`config.mk`:
```
export PLATFORM = sky130hd
export DESIGN_NAME = ula_issue_stage
export DESIGN_NICKNAME = d
export VERILOG_FILES = /design/src/rtl/ula_issue_stage.sv
export SDC_FILE = /design/constraint.sdc
export NUM_CORES = 2
export LEC_CHECK = 0
export CAP_MARGIN = 10
export CORE_UTILIZATION = 55
export DETAILED_ROUTE_END_ITERATION = 8
export GPL_TIMING_DRIVEN = 0
export PLACE_DENSITY = 0.7
export SYNTH_ARGS = -nofsm -noshare
export SYNTH_HDL_FRONTEND = slang
export SYNTH_SLANG_ARGS = --single-unit
export TNS_END_PERCENT = 1
```
`constraint.sdc`:
```
create_clock -name clk -period 4.5 [get_ports clk]
set_input_delay 0.9 -clock clk [delete_from_list [all_inputs] [get_ports clk]]
set_output_delay 0.9 -clock clk [all_outputs]
set_load 0.01 [all_outputs]
```
`src/rtl/ula_issue_stage.sv`:
```
// Operand-issue and writeback stage in front of a 32-bit ALU with a 32x32 register bank.
// Latency: accept edge -> LOAD -> EXEC -> WB, so the bank write lands 3 cycles after accept; one instruction per 4 cycles.
// Backpressure: in_ready is high only in IDLE; in_valid outside IDLE is ignored and must be held by upstream.
module ula_issue_stage #(
    parameter int         DATA_W  = 32,
    parameter int         IMM_W   = 16,
    parameter logic [4:0] IDLE_OP = 5'b00111
) (
    input  logic              clk,
    input  logic              reset,
    input  logic              in_valid,
    output logic              in_ready,
    input  logic [4:0]        in_opcode,
    input  logic [4:0]        in_rd,
    input  logic [4:0]        in_ra,
    input  logic [4:0]        in_rb,
    input  logic              in_imm_en,
    input  logic [IMM_W-1:0]  in_imm,
    output logic [DATA_W-1:0] ula_A,
    output logic [DATA_W-1:0] ula_B,
    output logic [4:0]        ula_opcode,
    input  logic [DATA_W-1:0] ula_Out,
    input  logic              ula_Flag,
    output logic              wb_valid,
    output logic [4:0]        wb_rd,
    output logic [DATA_W-1:0] wb_data,
    output logic              flag_q,
    output logic              err
);

    typedef enum logic [1:0] {S_IDLE, S_LOAD, S_EXEC, S_WB} state_t;

    state_t            state;
    logic [DATA_W-1:0] bank [32];
    logic [4:0]        rd_q;
    logic [4:0]        op_q;
    logic              illegal_q;
    logic              flag_cap;
    logic [DATA_W-1:0] imm_ext;
    logic              accept;

    // Opcodes the ALU does not implement; the idle parking code is among them.
    function automatic logic is_illegal(input logic [4:0] op);
        return (op == 5'b00010) || (op == 5'b00111) ||
               ((op >= 5'b01010) && (op <= 5'b01111));
    endfunction

    assign imm_ext  = {{(DATA_W-IMM_W){in_imm[IMM_W-1]}}, in_imm};
    assign in_ready = (state == S_IDLE);
    assign accept   = in_ready && in_valid;

    // Issue FSM, register bank and all registered outputs; bank[0] is never written so it reads 0.
    always_ff @(posedge clk) begin
        if (reset) begin
            state      <= S_IDLE;
            for (int i = 0; i < 32; i++) bank[i] <= '0;
            ula_A      <= '0;
            ula_B      <= '0;
            ula_opcode <= IDLE_OP;
            wb_valid   <= 1'b0;
            wb_rd      <= '0;
            wb_data    <= '0;
            flag_q     <= 1'b0;
            err        <= 1'b0;
            rd_q       <= '0;
            op_q       <= IDLE_OP;
            illegal_q  <= 1'b0;
            flag_cap   <= 1'b0;
        end else begin
            wb_valid <= 1'b0;
            err      <= 1'b0;
            case (state)
                S_IDLE: begin
                    if (accept) begin
                        ula_A     <= bank[in_ra];
                        ula_B     <= in_imm_en ? imm_ext : bank[in_rb];
                        rd_q      <= in_rd;
                        op_q      <= in_opcode;
                        illegal_q <= is_illegal(in_opcode);
                        // err is raised at accept so its pulse occupies the LOAD cycle
                        err       <= is_illegal(in_opcode);
                        state     <= S_LOAD;
                    end
                end
                S_LOAD: begin
                    if (illegal_q) begin
                        state <= S_IDLE;
                    end else begin
                        ula_opcode <= op_q;
                        state      <= S_EXEC;
                    end
                end
                S_EXEC: begin
                    wb_data    <= ula_Out;
                    wb_rd      <= rd_q;
                    flag_cap   <= ula_Flag;
                    wb_valid   <= 1'b1;
                    // park on the idle code so an identical next opcode is seen as a change
                    ula_opcode <= IDLE_OP;
                    state      <= S_WB;
                end
                S_WB: begin
                    if (rd_q != 5'd0) bank[rd_q] <= wb_data;
                    flag_q <= flag_cap;
                    state  <= S_IDLE;
                end
                default: state <= S_IDLE;
            endcase
        end
    end

endmodule

```
==> impl_metrics.csv <==
group,metric,value,unit
outcome,status,"finished, violations left",
outcome,violations,"DRC, capacitance limit, slew limit, setup timing",
floorplan,die_x,328,um
floorplan,die_y,328,um
cts,clk_pin_slew_worst_paths,0.06,ns
logic_synthesis,synth-edff-count,1024,
layout,fin_cells,5842,
critical_path,crit_chain,"clkbuf_1, inv_2, nor2_2, nand3_1, clkbuf_1, a211oi_1, nor3_1",
floorplan,ios,183,
cts,root_buffer,"clkbuf_16",
drt,drtIter0Drc,8163,
sta,max_slew.worst_pin.slew,1.53,ns
placement,dp_cells,5582,
cts,cts_made_buffers,130,
flow_run,maxCapViolations,1,
placement,gp_congestion,1.04,
drt,drc,113,
drt,firstDrtPassIters,9,
pwr,p_leak,23.8,nW
sta,setup_ws,-0.214,ns
drt,vias_per_cell,7.27,
drt,routed-via-count,42400,
sta,rsz0062_at_grt,"no",
sta,finalClockSkew,0.0307,ns
layout,utilization,63.5,%
sta,finalHoldViolations,0,
logic_synthesis,synth_area,58600,um^2
logic_synthesis,ys_seq_area_share,56.7,%
critical_path,endpoint_kind,"flip-flop",
drt,routedWlPerCell,41.9,um
layout,regArea,33200,um^2
critical_path,cpPeakStageDelay,0.99,ns
critical_path,path_class,"input port to flip-flop",
layout,final_nets,4404,
critical_path,start_kind,"input port",
worst_hold_path,hold_path.class,"flip-flop to flip-flop",
drt,wirelength,245000,um
floorplan,start_util,55.6,%
critical_path,path_buf_inv,3,
cts,cts.sinks,1147,
sta,timing.final.crit_share,105,%
critical_path,critPathRequiredTime,5.11,ns
cts,postCtsSetupBuffers,0,
placement,io_buffers,171,
sta,timing.fmax,212,MHz
pwr,p_per_area,381,nW/um^2
cts,cts_tree,"done",
drt,ant_nets,0,
sta,min_period,4.71,ns
sta,finalSetupViolCount,3,
cts,worstSkewPairLatency,0.78,ns
sta,finalSetupTns,-0.433,ns
pwr,ir_drop,0.273,mV
layout,n_fill_cell,7847,
layout,multiInputGateArea,23700,um^2
critical_path,crit_family,"simple AND/OR/NAND/NOR gates",
sta,slew_headroom,-2.17,%
logic_synthesis,syn_avg_cell_area,14.8,um^2
logic_synthesis,synthDistinctLibCells,57,
layout,areaGrowthSynthToFinish,14.4,%
global_routing,grt_max_degree,33,
layout,final_layout_size_suffix_gt1_share,20.0,%
critical_path,cp.arrival,5.33,ns
placement,dp_hpwl,166000,um
floorplan,fp.coreArea,105000,um^2
global_routing,grt_pass1_vias,40100,
global_routing,groute.usage.overall,45.6,%
sta,timing.hold.ws,0.436,ns
cts,cts.path.max_buffers,3,
logic_synthesis,ys.flop_type,"edfxtp_1",
logic_synthesis,synth_async_sr_flop_share,0,%
placement,place_ws,-0.771,ns
global_routing,antenna_found_initial,22,
logic_synthesis,syn-instance-count,3953,
critical_path,cp_common_cell,"clkbuf_1",
sta,drv_slew,11,
floorplan,die-area,108000,um^2
cts,htree_num_levels,4,
global_routing,grt_overflow,0,
critical_path,path_max_fanout,10,
global_routing,grt_pass1_wl,325000,um
logic_synthesis,synth-seq-cells,1147,
floorplan,num_rows,119,
critical_path,cp_slowest_cell,"nand3_1",
logic_synthesis,ys.warnings.count,0,
==> registers in the layout (all words and copies together), names as in the netlist, 5 cells and up, named ones only <==
signal,count
ula_B,32
ula_A,32
rd_q,5
op_q,5
bank,1024
wb_data,32
wb_rd,5
ula_opcode,5
==> through the flow <==
stage,area [um^2],power [mW]
6_report,67000,25.5
5_1_grt,66900,25.8
4_1_cts,66800,25.2
3_5_place_dp,62900,15.4
3_3_place_gp,62100,15.3
2_1_floorplan,58700,13.9
==> cell type report <==
class / instances / share of cell area, %
Tap cell: 1391 / 2.60
Sequential cell: 1147 / 49.6
Inverter: 7 / 0.0392
Buffer: 405 / 2.69
Clock inverter: 45 / 0.353
Multi-Input combinational cell: 2425 / 35.4
Clock buffer: 188 / 5.51
Timing Repair Buffer: 215 / 3.78
Antenna cell: 19 / 0.0710
==> per-layer routing <==
| metal | track usage (%) | vias to the layer above | wire length, um |
|---|---|---|---|
| li1 | - | 15800 | - |
| met1 | 56.2 | 21100 | 80600 |
| met2 | 63.0 | 4359 | 101000 |
| met3 | 22.4 | 1125 | 42600 |
| met4 | 29.9 | 22 | 20000 |
| met5 | 4.79 | - | 881 |
==> tightest hold or removal path, delay by kind of cell (launching register included) <==
family / cells / cell delay (ns)
flip-flops: 1 / 0.31
AND/OR/NAND/NOR: 2 / 0.09
==> cells in the mapped netlist, drive strengths merged, types with 29 or more instances <==
| cell type | count | area (um^2) |
|---|---|---|
| clkbuf | 292 | 1100 |
| a21oi | 80 | 400 |
| o21ai | 72 | 360 |
| a211oi | 57 | 428 |
| mux2i | 84 | 841 |
| mux4 | 531 | 12000 |
| buf | 113 | 698 |
| nor3 | 30 | 155 |
| nor2 | 44 | 165 |
| edfxtp | 1024 | 30700 |
| and2 | 1000 | 6260 |
| mux2 | 32 | 360 |
| dfxtp | 123 | 2460 |
| nor2b | 29 | 181 |
| or2 | 33 | 206 |
| o22ai | 48 | 300 |
| nand2 | 225 | 845 |
==> cell families (layout without fill, tap and decap cells) <==
| group | after synthesis | after routing | synth area share, % |
|---|---|---|---|
| flip-flops | 1147 | 1147 | 56.7 |
| XOR/XNOR | 1 | 1 | 0.0150 |
| buffers and inverters | 412 | 860 | 3.11 |
| AND/OR/NAND/NOR | 1414 | 1414 | 13.9 |
| AO/OA/AOI/OAI | 331 | 331 | 3.63 |
| multiplexers | 647 | 647 | 22.6 |
| other | 1 | 51 | 0.00640 |
==> path summary, 6_finish.rpt <==
check            from          to  slack [ns]  cells past startpoint
max          in_rb[4]   ula_B[22]       -0.21                      7
max reg2reg  state[0]  bank[3][5]        0.33                      6
min reg2reg  ula_A[3]    ula_A[3]        0.44                      2
min          ula_A[3]    ula_A[3]        0.44                      2
==> power by group <==
group	switching [mW]	internal [mW]
Combinational	1.92	1.17
Clock	4.44	5.74
Sequential	0.269	12.0
==> timing repair <==
action                                  4_1_cts  5_1_grt
pin swaps                                     0        0
resized for setup                             1        1
hold buffers                                  0        0
endpoints found under the setup margin        1       16
==> cell usage in the layout (no fill, tap or decap), types with 17 or more instances in the layout <==
cell type,count
edfxtp_1,1024
and2_1,997
mux4_2,515
clkbuf_1,334
nand2_1,225
clkdlybuf4s50_1,171
clkbuf_16,138
dfxtp_1,123
mux2i_1,84
a21oi_1,80
a211oi_1,57
o22ai_1,48
buf_2,44
nor2_1,43
o21ai_0,41
mux2_2,32
conb_1,32
o21ai_1,31
buf_4,30
nor2b_1,29
nor3_1,29
buf_1,26
clkinv_1,23
or2_2,21
diode_2,19
buf_8,19
buf_12,18
o221ai_1,18
clkinv_2,17
No activity file was read; power rests on OpenSTA's default activity.
